`src/rtl/dcache_miss_controller.sv`:
```
// Data cache miss sequencer: write-through single-word stores, LineWords-word refills on load misses.
// Stalls the core until the pending request retires in DONE; load hits pass with no added cycles.
module dcache_miss_controller #(
  parameter int WordSize  = 32,
  parameter int AddrSize  = 32,
  parameter int LineWords = 4
) (
  input  logic                clk,
  input  logic                rst,
  input  logic                req_valid,
  input  logic                req_rw,
  input  logic [AddrSize-1:0] req_addr,
  input  logic [WordSize-1:0] req_wdata,
  input  logic                hit,
  output logic                stall,
  output logic                cache_wr,
  output logic                fill_en,
  output logic [AddrSize-1:0] fill_addr,
  output logic [WordSize-1:0] fill_data,
  output logic                mem_request,
  output logic                mem_write_enable,
  output logic [AddrSize-1:0] mem_addr,
  output logic [WordSize-1:0] mem_wdata,
  input  logic                mem_busy,
  input  logic                mem_rvalid,
  input  logic [WordSize-1:0] mem_rdata
);

  localparam int BB = $clog2(WordSize / 8);
  localparam int CW = $clog2(LineWords);
  localparam logic [AddrSize-1:0] LINE_MASK = ~((AddrSize'(1) << (BB + CW)) - AddrSize'(1));
  localparam logic [CW-1:0] CNT_LAST = CW'(LineWords - 1);

  typedef enum logic [2:0] {IDLE, WR, RD_REQ, RD_WAIT, DONE} state_t;

  state_t              state_q, state_d;
  logic [CW-1:0]       cnt_q, cnt_d;
  logic [AddrSize-1:0] addr_q, addr_d;
  logic [WordSize-1:0] wdata_q, wdata_d;
  logic                hit_q, hit_d;
  logic [AddrSize-1:0] word_addr;

  // Sum wraps modulo 2^AddrSize, so a line at the top of memory needs no special case.
  assign word_addr = addr_q + (AddrSize'(cnt_q) << BB);

  assign stall = req_valid & ~(((state_q == IDLE) & ~req_rw & hit) | (state_q == DONE));

  always_ff @(posedge clk or posedge rst) begin
    if (rst) begin
      state_q <= IDLE;
      cnt_q   <= '0;
      addr_q  <= '0;
      wdata_q <= '0;
      hit_q   <= 1'b0;
    end else begin
      state_q <= state_d;
      cnt_q   <= cnt_d;
      addr_q  <= addr_d;
      wdata_q <= wdata_d;
      hit_q   <= hit_d;
    end
  end

  always_comb begin
    state_d          = state_q;
    cnt_d            = cnt_q;
    addr_d           = addr_q;
    wdata_d          = wdata_q;
    hit_d            = hit_q;
    cache_wr         = 1'b0;
    fill_en          = 1'b0;
    fill_addr        = '0;
    fill_data        = '0;
    mem_request      = 1'b0;
    mem_write_enable = 1'b0;
    mem_addr         = '0;
    mem_wdata        = '0;
    case (state_q)
      IDLE: begin
        if (req_valid && req_rw) begin
          addr_d  = req_addr;
          wdata_d = req_wdata;
          hit_d   = hit;
          state_d = WR;
        end else if (req_valid && !hit) begin
          // hit_q cleared so DONE never issues a cache write for a refill.
          addr_d  = req_addr & LINE_MASK;
          cnt_d   = '0;
          hit_d   = 1'b0;
          state_d = RD_REQ;
        end
      end
      WR: begin
        mem_request      = 1'b1;
        mem_write_enable = 1'b1;
        mem_addr         = addr_q;
        mem_wdata        = wdata_q;
        if (!mem_busy) state_d = DONE;
      end
      RD_REQ: begin
        mem_request = 1'b1;
        mem_addr    = word_addr;
        if (!mem_busy) state_d = RD_WAIT;
      end
      RD_WAIT: begin
        if (mem_rvalid) begin
          fill_en   = 1'b1;
          fill_addr = word_addr;
          fill_data = mem_rdata;
          if (cnt_q == CNT_LAST) begin
            state_d = DONE;
          end else begin
            cnt_d   = cnt_q + CW'(1);
            state_d = RD_REQ;
          end
        end
      end
      DONE: begin
        cache_wr = hit_q;
        state_d  = IDLE;
      end
      default: state_d = IDLE;
    endcase
  end

endmodule

```
`config.mk`:
```
export PLATFORM = sky130hd
export DESIGN_NAME = dcache_miss_controller
export DESIGN_NICKNAME = d
export VERILOG_FILES = /design/src/rtl/dcache_miss_controller.sv
export SDC_FILE = /design/constraint.sdc
export NUM_CORES = 1
export LEC_CHECK = 0
export ABC_AREA = 0
export CAP_MARGIN = 0
export CORE_MARGIN = 2
export CORE_UTILIZATION = 42
export CTS_CLUSTER_DIAMETER = 30
export DETAILED_ROUTE_END_ITERATION = 12
export PLACE_DENSITY = 0.83
export SYNTH_ARGS = -nofsm -noshare
export SYNTH_HDL_FRONTEND = slang
export SYNTH_SLANG_ARGS = --single-unit
```
`constraint.sdc`:
```
create_clock -name clk -period 3.17 [get_ports clk]
set_input_delay 0.4755 -clock clk [delete_from_list [all_inputs] [get_ports clk]]
set_output_delay 0.4755 -clock clk [all_outputs]
set_load 0.05 [all_outputs]
```
==> run metrics, run 1 <==
status=finished clean; layout cell share with drive strength beyond 1=about a third; vias in the first global route=5200; cts hold-fix bufs=0; RSZ-0062 raised after global routing=false; Worst Hold Margin=0.501 ns; Hold Vio Cnt, Final=0; Pre-antenna DRT Iters=5; post-synth top area cell=dfrtp_1; clk buf depth=2; clock skew=0.00441 ns; Final Net Count=871; CP peak stage delay=0.54 ns; met2 Use GR=45.4%; FF+latch count, synth=70; pin count of the biggest net entering global routing=40; CP startpoint kind=flip-flop; Post-synth EDFFs=0; fin crit period=between 3 and 4 ns; YS warnings=0; Internal Power=4200 uW; Synth top area share=between 30% and 40%; final slew viol count=0; syn_nets=approximately 650; CTS Sinks=70; placed insts=893; first-pass GRT wire length=26800 um; sequential share of the synthesized area=roughly 36%; Setup CP Type=flip-flop to output pin; synth top area cells=dfrtp_1 (36%), mux2_2 (14%), and3_1 (5.5%), and2_1 (4.7%), clkbuf_1 (3.1%); Distinct cells, synth=between 50 and 60; Synth Flop Type=dfrtp_1; CORE AREA=11400 um2; cts bufs inserted=9; Critical Path Slowest Stage Cell=or4_1; pre-CTS WS=0.164 ns; initial antenna violation count=0; combinational cell fraction of total power=between 60% and 70%; post-route ant nets=0; fin worst setup slack=0.0832 ns; WP data required=2.69 ns; worst-margin pin slew=0.862 ns; Mapped Avg Cell Area=9.02 um2; Clk Latency, worst-skew pair=approximately 0.34 ns; Mapped Area=4930 um2; IO Port Bufs=235; worst vdd ir=748 uV; ANT cells=0; Die Area=12600 um2; Setup TNS=0 ns; GRT Max-Usage Layer=met2; height of the die=~110 um; sequence of cells on the critical path=ha_1 -> a21oi_1 -> or4_4 -> or4_1 -> a21oi_2 -> buf_12; I/O pin count=236; Hold Crit Class=flip-flop to flip-flop; drt via density=5.78; CTS H-Tree Depth=3; Leak=roughly 0.0035 uW; Max FO, Critical Path=13; Final Cycle Share=a little over nine tenths; Sw Share=approximately 51%; PwrDens=1070 nW/um2; Mapped Cells=546; reg2reg setup slack=0.95 ns; Placer Congestion=0.909; die width=between 100 and 150 um; Worst setup EP type=output pin; Async SR Flop Fraction=100%; met3 usage=6.75%; PnR Total Power=8640 uW; GRT Overall Usage=26.6%; DRC viols=0; CTS Root Cell=clkbuf_16; Setup Viol. Count Final=0; Final Non-Filler Cells=912; Iter 0 DRT Violations=374; crit path DAT=around 2.6 ns; P&R area growth vs syn=63.6%; part of the power in registers=21.8%; max-cap violations=0; total detailed-routing wirelength=17100 um; Psw=4430 uW; Fill cells=888; met1 global-route usage=33.0%; standard-cell row count=39; CTS tree=done; Vias=5274; crit path buf inv count=1; Clock Power Share=10.9%; gr ovfl total=0; relative slew slack=42.5%; mean routed wirelength per cell=~19 um; maximum clock rate=0.324 GHz; Initial Utilization=43.1%; dpl hpwl=~13000 um; clock transition at the registers of the reported paths=approximately 0.050 ns; family with the most delay on the worst path=simple AND/OR/NAND/NOR gates
## synthesized netlist by cell type (9+ instances only)
cell type / n
dfrtp_1: 70
mux2_2: 60
and3_1: 43
clkbuf_1: 41
and2_1: 37
o21ai_0: 29
nand2_1: 24
a21oi_1: 23
nor2_1: 22
a31oi_1: 17
nand3_1: 15
nand4_1: 13
a22o_1: 11
buf_2: 10
inv_1: 10
o31ai_1: 10
nor3_1: 9
## metrics by stage
stage,area (um2),utilization [%]
final,8060,70.6
after global routing,8060,70.6
after CTS,7990,70.0
after detailed placement,7670,67.2
after global placement,7670,67.2
after floorplan,4970,-
## timing repair
action,4_1_cts,5_1_grt
gates resized for setup,10,10
buffers inserted,1,2
endpoints found under the setup margin,25,24
pin swaps,2,3
hold endpoints to repair,0,0
## per-layer routing
| layer | vias to the layer above | share of wire [%] |
|---|---|---|
| li1 | 2442 | - |
| met1 | 2549 | 40 |
| met2 | 250 | 51 |
| met3 | 33 | 7.6 |
| met4 | 0 | 2.1 |
| met5 | - | 0 |
## kinds of logic after synthesis
logic type | after synthesis | share of synthesized area, %
flops | 70 | 35.6
fa+ha+maj | 4 | 1.17
simple gates | 214 | 25.8
xor+xnor | 12 | 2.13
mux | 62 | 14.1
buf+inv | 66 | 5.51
compound gates | 118 | 15.7
## area by class of cell
type                    instances  area (um2)  area share [%]
clock inverters                 5        33.8           0.419
clock buffers                  11         243            3.01
inverters                      11        42.5           0.528
flip-flops and latches         70        1750            21.8
repair buffers                262        2770            34.4
well taps                     143         179            2.22
multi-input cells             410        3030            37.7
## power groups by stage
stage / Sequential, uW / Clock (uW) / Combinational (uW)
after floorplan: 1570 / 0 / 3940
after global placement: 1830 / 0 / 5630
after detailed placement: 1870 / 0 / 5730
after CTS: 1860 / 965 / 5780
after global routing: 1970 / 1000 / 6090
final: 1890 / 942 / 5810
## cells in the final DEF, fill, tap and decap left out, types with 3 or more instances in the layout
cell | synthesis | final
clkdlybuf4s50_1 | 0 | 104
nand3_1 | 15 | 14
mux2_2 | 60 | 60
a21oi_2 | 0 | 4
or3_1 | 7 | 6
o31ai_1 | 10 | 9
clkinv_2 | 0 | 3
nor2_1 | 22 | 22
nor4b_1 | 3 | 3
a41oi_1 | 3 | 3
or4_1 | 7 | 4
nor4_1 | 8 | 5
nand4_1 | 13 | 13
a22o_1 | 11 | 11
buf_4 | 3 | 114
clkbuf_16 | 0 | 9
and2_1 | 37 | 37
a211o_1 | 3 | 3
nor4_2 | 0 | 3
or4_4 | 0 | 3
xnor2_1 | 8 | 8
nand3b_1 | 4 | 4
buf_12 | 0 | 43
a31oi_1 | 17 | 17
xor2_1 | 4 | 4
a21o_1 | 3 | 3
o21ai_0 | 29 | 29
nor3_1 | 9 | 9
nand2b_1 | 7 | 7
inv_1 | 10 | 9
nand2_1 | 24 | 24
dfrtp_1 | 70 | 68
and3_1 | 43 | 42
a21oi_1 | 23 | 18
## worst register-to-register path, cell delays in order (launching register included)
cell	delay, ns
dfrtp_1	0.50
nor3_1	0.35
and3_2	0.82
mux2_2	0.43
## path summary, 6_finish.rpt
path,endpoint,cells after the start,startpoint
max in group asynchronous,cnt_q[0]$_DFFE_PP0P_,3,rst
worst max register to register,wdata_q[24]$_DFFE_PP0P_,3,state_q[1]$_DFFE_PP0P_
worst min register to register,wdata_q[10]$_DFFE_PP0P_,1,wdata_q[10]$_DFFE_PP0P_
min in group asynchronous,wdata_q[13]$_DFFE_PP0P_,2,rst
worst max-delay path,fill_addr[29],6,addr_q[3]$_DFFE_PP0P_
worst min-delay path,wdata_q[10]$_DFFE_PP0P_,1,wdata_q[10]$_DFFE_PP0P_
## registers in the layout, summed over array words and instances (netlist names)
register / count
state_q: 3
addr_q: 32
wdata_q: 32
cnt_q: 2
hit_q: 1
Note: power is estimated with default switching activity, not from simulation.
==> run 2, diff against run 1 <==
SETUP_SLACK_MARGIN = 0.5   (was default)
==> run 2 against run 1 <==
Against the previous run:
- first-iteration DRC count up 11%
- die area unchanged
- worst hold slack worse by 0.0064 ns
- clock skew up 0.0017 ns
- power up 12%
- utilization up 9.8 points
- critical endpoint is now fill_addr[18]
- highest routed layer unchanged
==> run metrics, run 2 (same netlist as run 1, synthesis figures left out) <==
status=finished clean; Hold Path Origin=wdata_q[5]$_DFFE_PP0P_; CP startpoint kind=flip-flop; final slew viol count=0; clock transition at the registers of the reported paths=0.06 ns; fin crit period=slightly above 3 ns; die width=between 100 and 150 um; Worst setup EP type=output pin; Setup Viol. Count Final=0; total detailed-routing wirelength=20500 um; P&R area growth vs syn=86.2%; worst r2r dst=wdata_q[25]$_DFFE_PP0P_; post-route ant nets=0; combinational cell fraction of total power=69.0%; DRC viols=0; Internal Power=~4600 uW; CTS tree=done; Hold Vio Cnt, Final=0; part of the power in registers=21.1%; Placed Area=7910 um2; height of the die=112 um; cts bufs inserted=9; WP data required=2.69 ns; Leak=0.00389 uW; crit path DAT=~2.5 ns; first-pass GRT wire length=29400 um; GRT Overall Usage=28.8%; CTS Root Cell=clkbuf_16; mean routed wirelength per cell=approximately 22 um; Clk Latency, worst-skew pair=0.33 ns; most frequent cells in the layout=buf_4 (120), clkdlybuf4s50_1 (103), mux2_2 (60), dfrtp_1 (53), buf_12 (46); CTS H-Tree Depth=3; pre-CTS WS=0.171 ns; RSZ-0062 raised after global routing=true; Hold EP=wdata_q[5]$_DFFE_PP0P_; Initial Utilization=43.1%; fin worst setup slack=between 0.1 and 0.15 ns; Clock Power Share=9.8%; cts hold-fix bufs=0; worst-margin pin slew=0.882 ns; PwrDens=1050 nW/um2; Die Area=12600 um2; Final Net Count=904; reg2reg setup slack=0.90 ns; Psw=between 5000 and 6000 uW; Setup TNS=0 ns; Final Cycle Share=95.3%; standard-cell row count=39; Iter 0 DRT Violations=just over 400; Vias=5727; layout cell share with drive strength beyond 1=49.8%; clock skew=0.00609 ns; Placer Congestion=0.906; I/O pin count=about 240; drt via density=6.05; vias in the first global route=5495; Largest regs=addr_q: 32 flops, wdata_q: 32 flops, state_q: 3 flops; worst vdd ir=766 uV; reg-to-reg critical path startpoint=state_q[1]$_DFFE_PP0P_; Setup CP Type=flip-flop to output pin; clk buf depth=2; gr ovfl total=0; max-cap violations=0; CTS Sinks=70; PnR Total Power=between 9000 and 10000 uW; maximum clock rate=0.331 GHz; initial antenna violation count=1; dpl hpwl=12700 um; IO Port Bufs=235; CP peak stage delay=0.47 ns; Critical Path Slowest Stage Cell=or4_4; Sw Share=52.7%; number of cells on the worst reg-to-reg path=4; Max FO, Critical Path=7; Pre-antenna DRT Iters=7; commonest non-fill, non-tap cell in the layout=buf_4; Worst Hold Depth=1; CORE AREA=11400 um2; pin count of the biggest net entering global routing=a little over 70; sequence of cells on the critical path=ha_4 -> fa_2 -> nand4_4 -> buf_4 -> buf_8 -> or4_4 -> xnor2_2 -> nor2_2 -> buf_12; Hold Crit Class=flip-flop to flip-flop; final instance area=9170 um2; relative slew slack=41.2%
[run 2: cell types whose count changed in the layout (fill, tap and decap cells not counted), moves of 6 or more]
cell	change
buf_6	+21
a31oi_2	+6
nor2_2	+7
a31oi_1	-10
o21ai_0	-12
a21oi_4	+11
buf_4	+6
a21oi_1	-15
dfrtp_1	-15
nor2_1	-8
dfrtp_2	+15
[run 2: through the flow]
stage          utilization [%]  instances  hold WS (ns)
2_1_floorplan                -        546         0.472
3_3_place_gp              69.3        890         0.483
3_5_place_dp              69.3        890         0.488
4_1_cts                   76.9        927         0.501
5_1_grt                   80.3        946         0.511
6_report                  80.3        946         0.495
[run 2: worst max path at each step]
stage,slack [ns],to,from
2_1_floorplan,0.21,mem_addr[5],state_q[0]$_DFFE_PP0P_
3_3_place_gp,0.24,fill_addr[28],cnt_q[0]$_DFFE_PP0P_
3_5_place_dp,0.17,fill_addr[24],cnt_q[0]$_DFFE_PP0P_
4_1_cts,0.17,fill_addr[24],addr_q[2]$_DFFE_PP0P_
5_1_grt,0.08,fill_addr[18],addr_q[2]$_DFFE_PP0P_
6_report,0.15,fill_addr[18],cnt_q[0]$_DFFE_PP0P_
[run 2: critical path, delay by kind of cell (launching register included)]
family	cells	cell delay, ns
simple gates	3	0.76
flops	1	0.41
fa+ha+maj	2	0.41
buf+inv	3	0.46
xor+xnor	1	0.17
[run 2: metal layers]
layer / vias up / share of wire (%) / GRT usage [%]
li1: 2521 / - / -
met4: 0 / 3.5 / 9.59
met3: 80 / 8.9 / 8.10
met1: 2766 / 39 / 36.4
met5: - / 0 / 0
met2: 360 / 48 / 47.8
[run 2: layout make-up]
type / count / area, um2
diodes: 1 / 2.50
clock buffers: 10 / 229
clock inverters: 6 / 46.3
fillers: 679 / 2250
inverters: 11 / 43.8
multi-input cells: 411 / 3750
flip-flops and latches: 70 / 1770
well taps: 143 / 179
repair buffers: 294 / 3140
[run 2: power groups by stage]
stage          Sequential (uW)  Combinational (uW)  Clock, uW
2_1_floorplan             1590                4140          0
3_3_place_gp              1900                5670          0
3_5_place_dp              1940                5770          0
4_1_cts                   1970                6220        960
5_1_grt                   2100                6930       1010
6_report                  2040                6670        948
[run 2: timing repair]
item | 4_1_cts | 5_1_grt
pin swaps | 47 | 28
endpoints found under the hold margin | 0 | 0
setup endpoints to repair | 78 | 81
gates resized for setup | 107 | 55
setup buffers | 20 | 18
gates cloned | 1 | 0
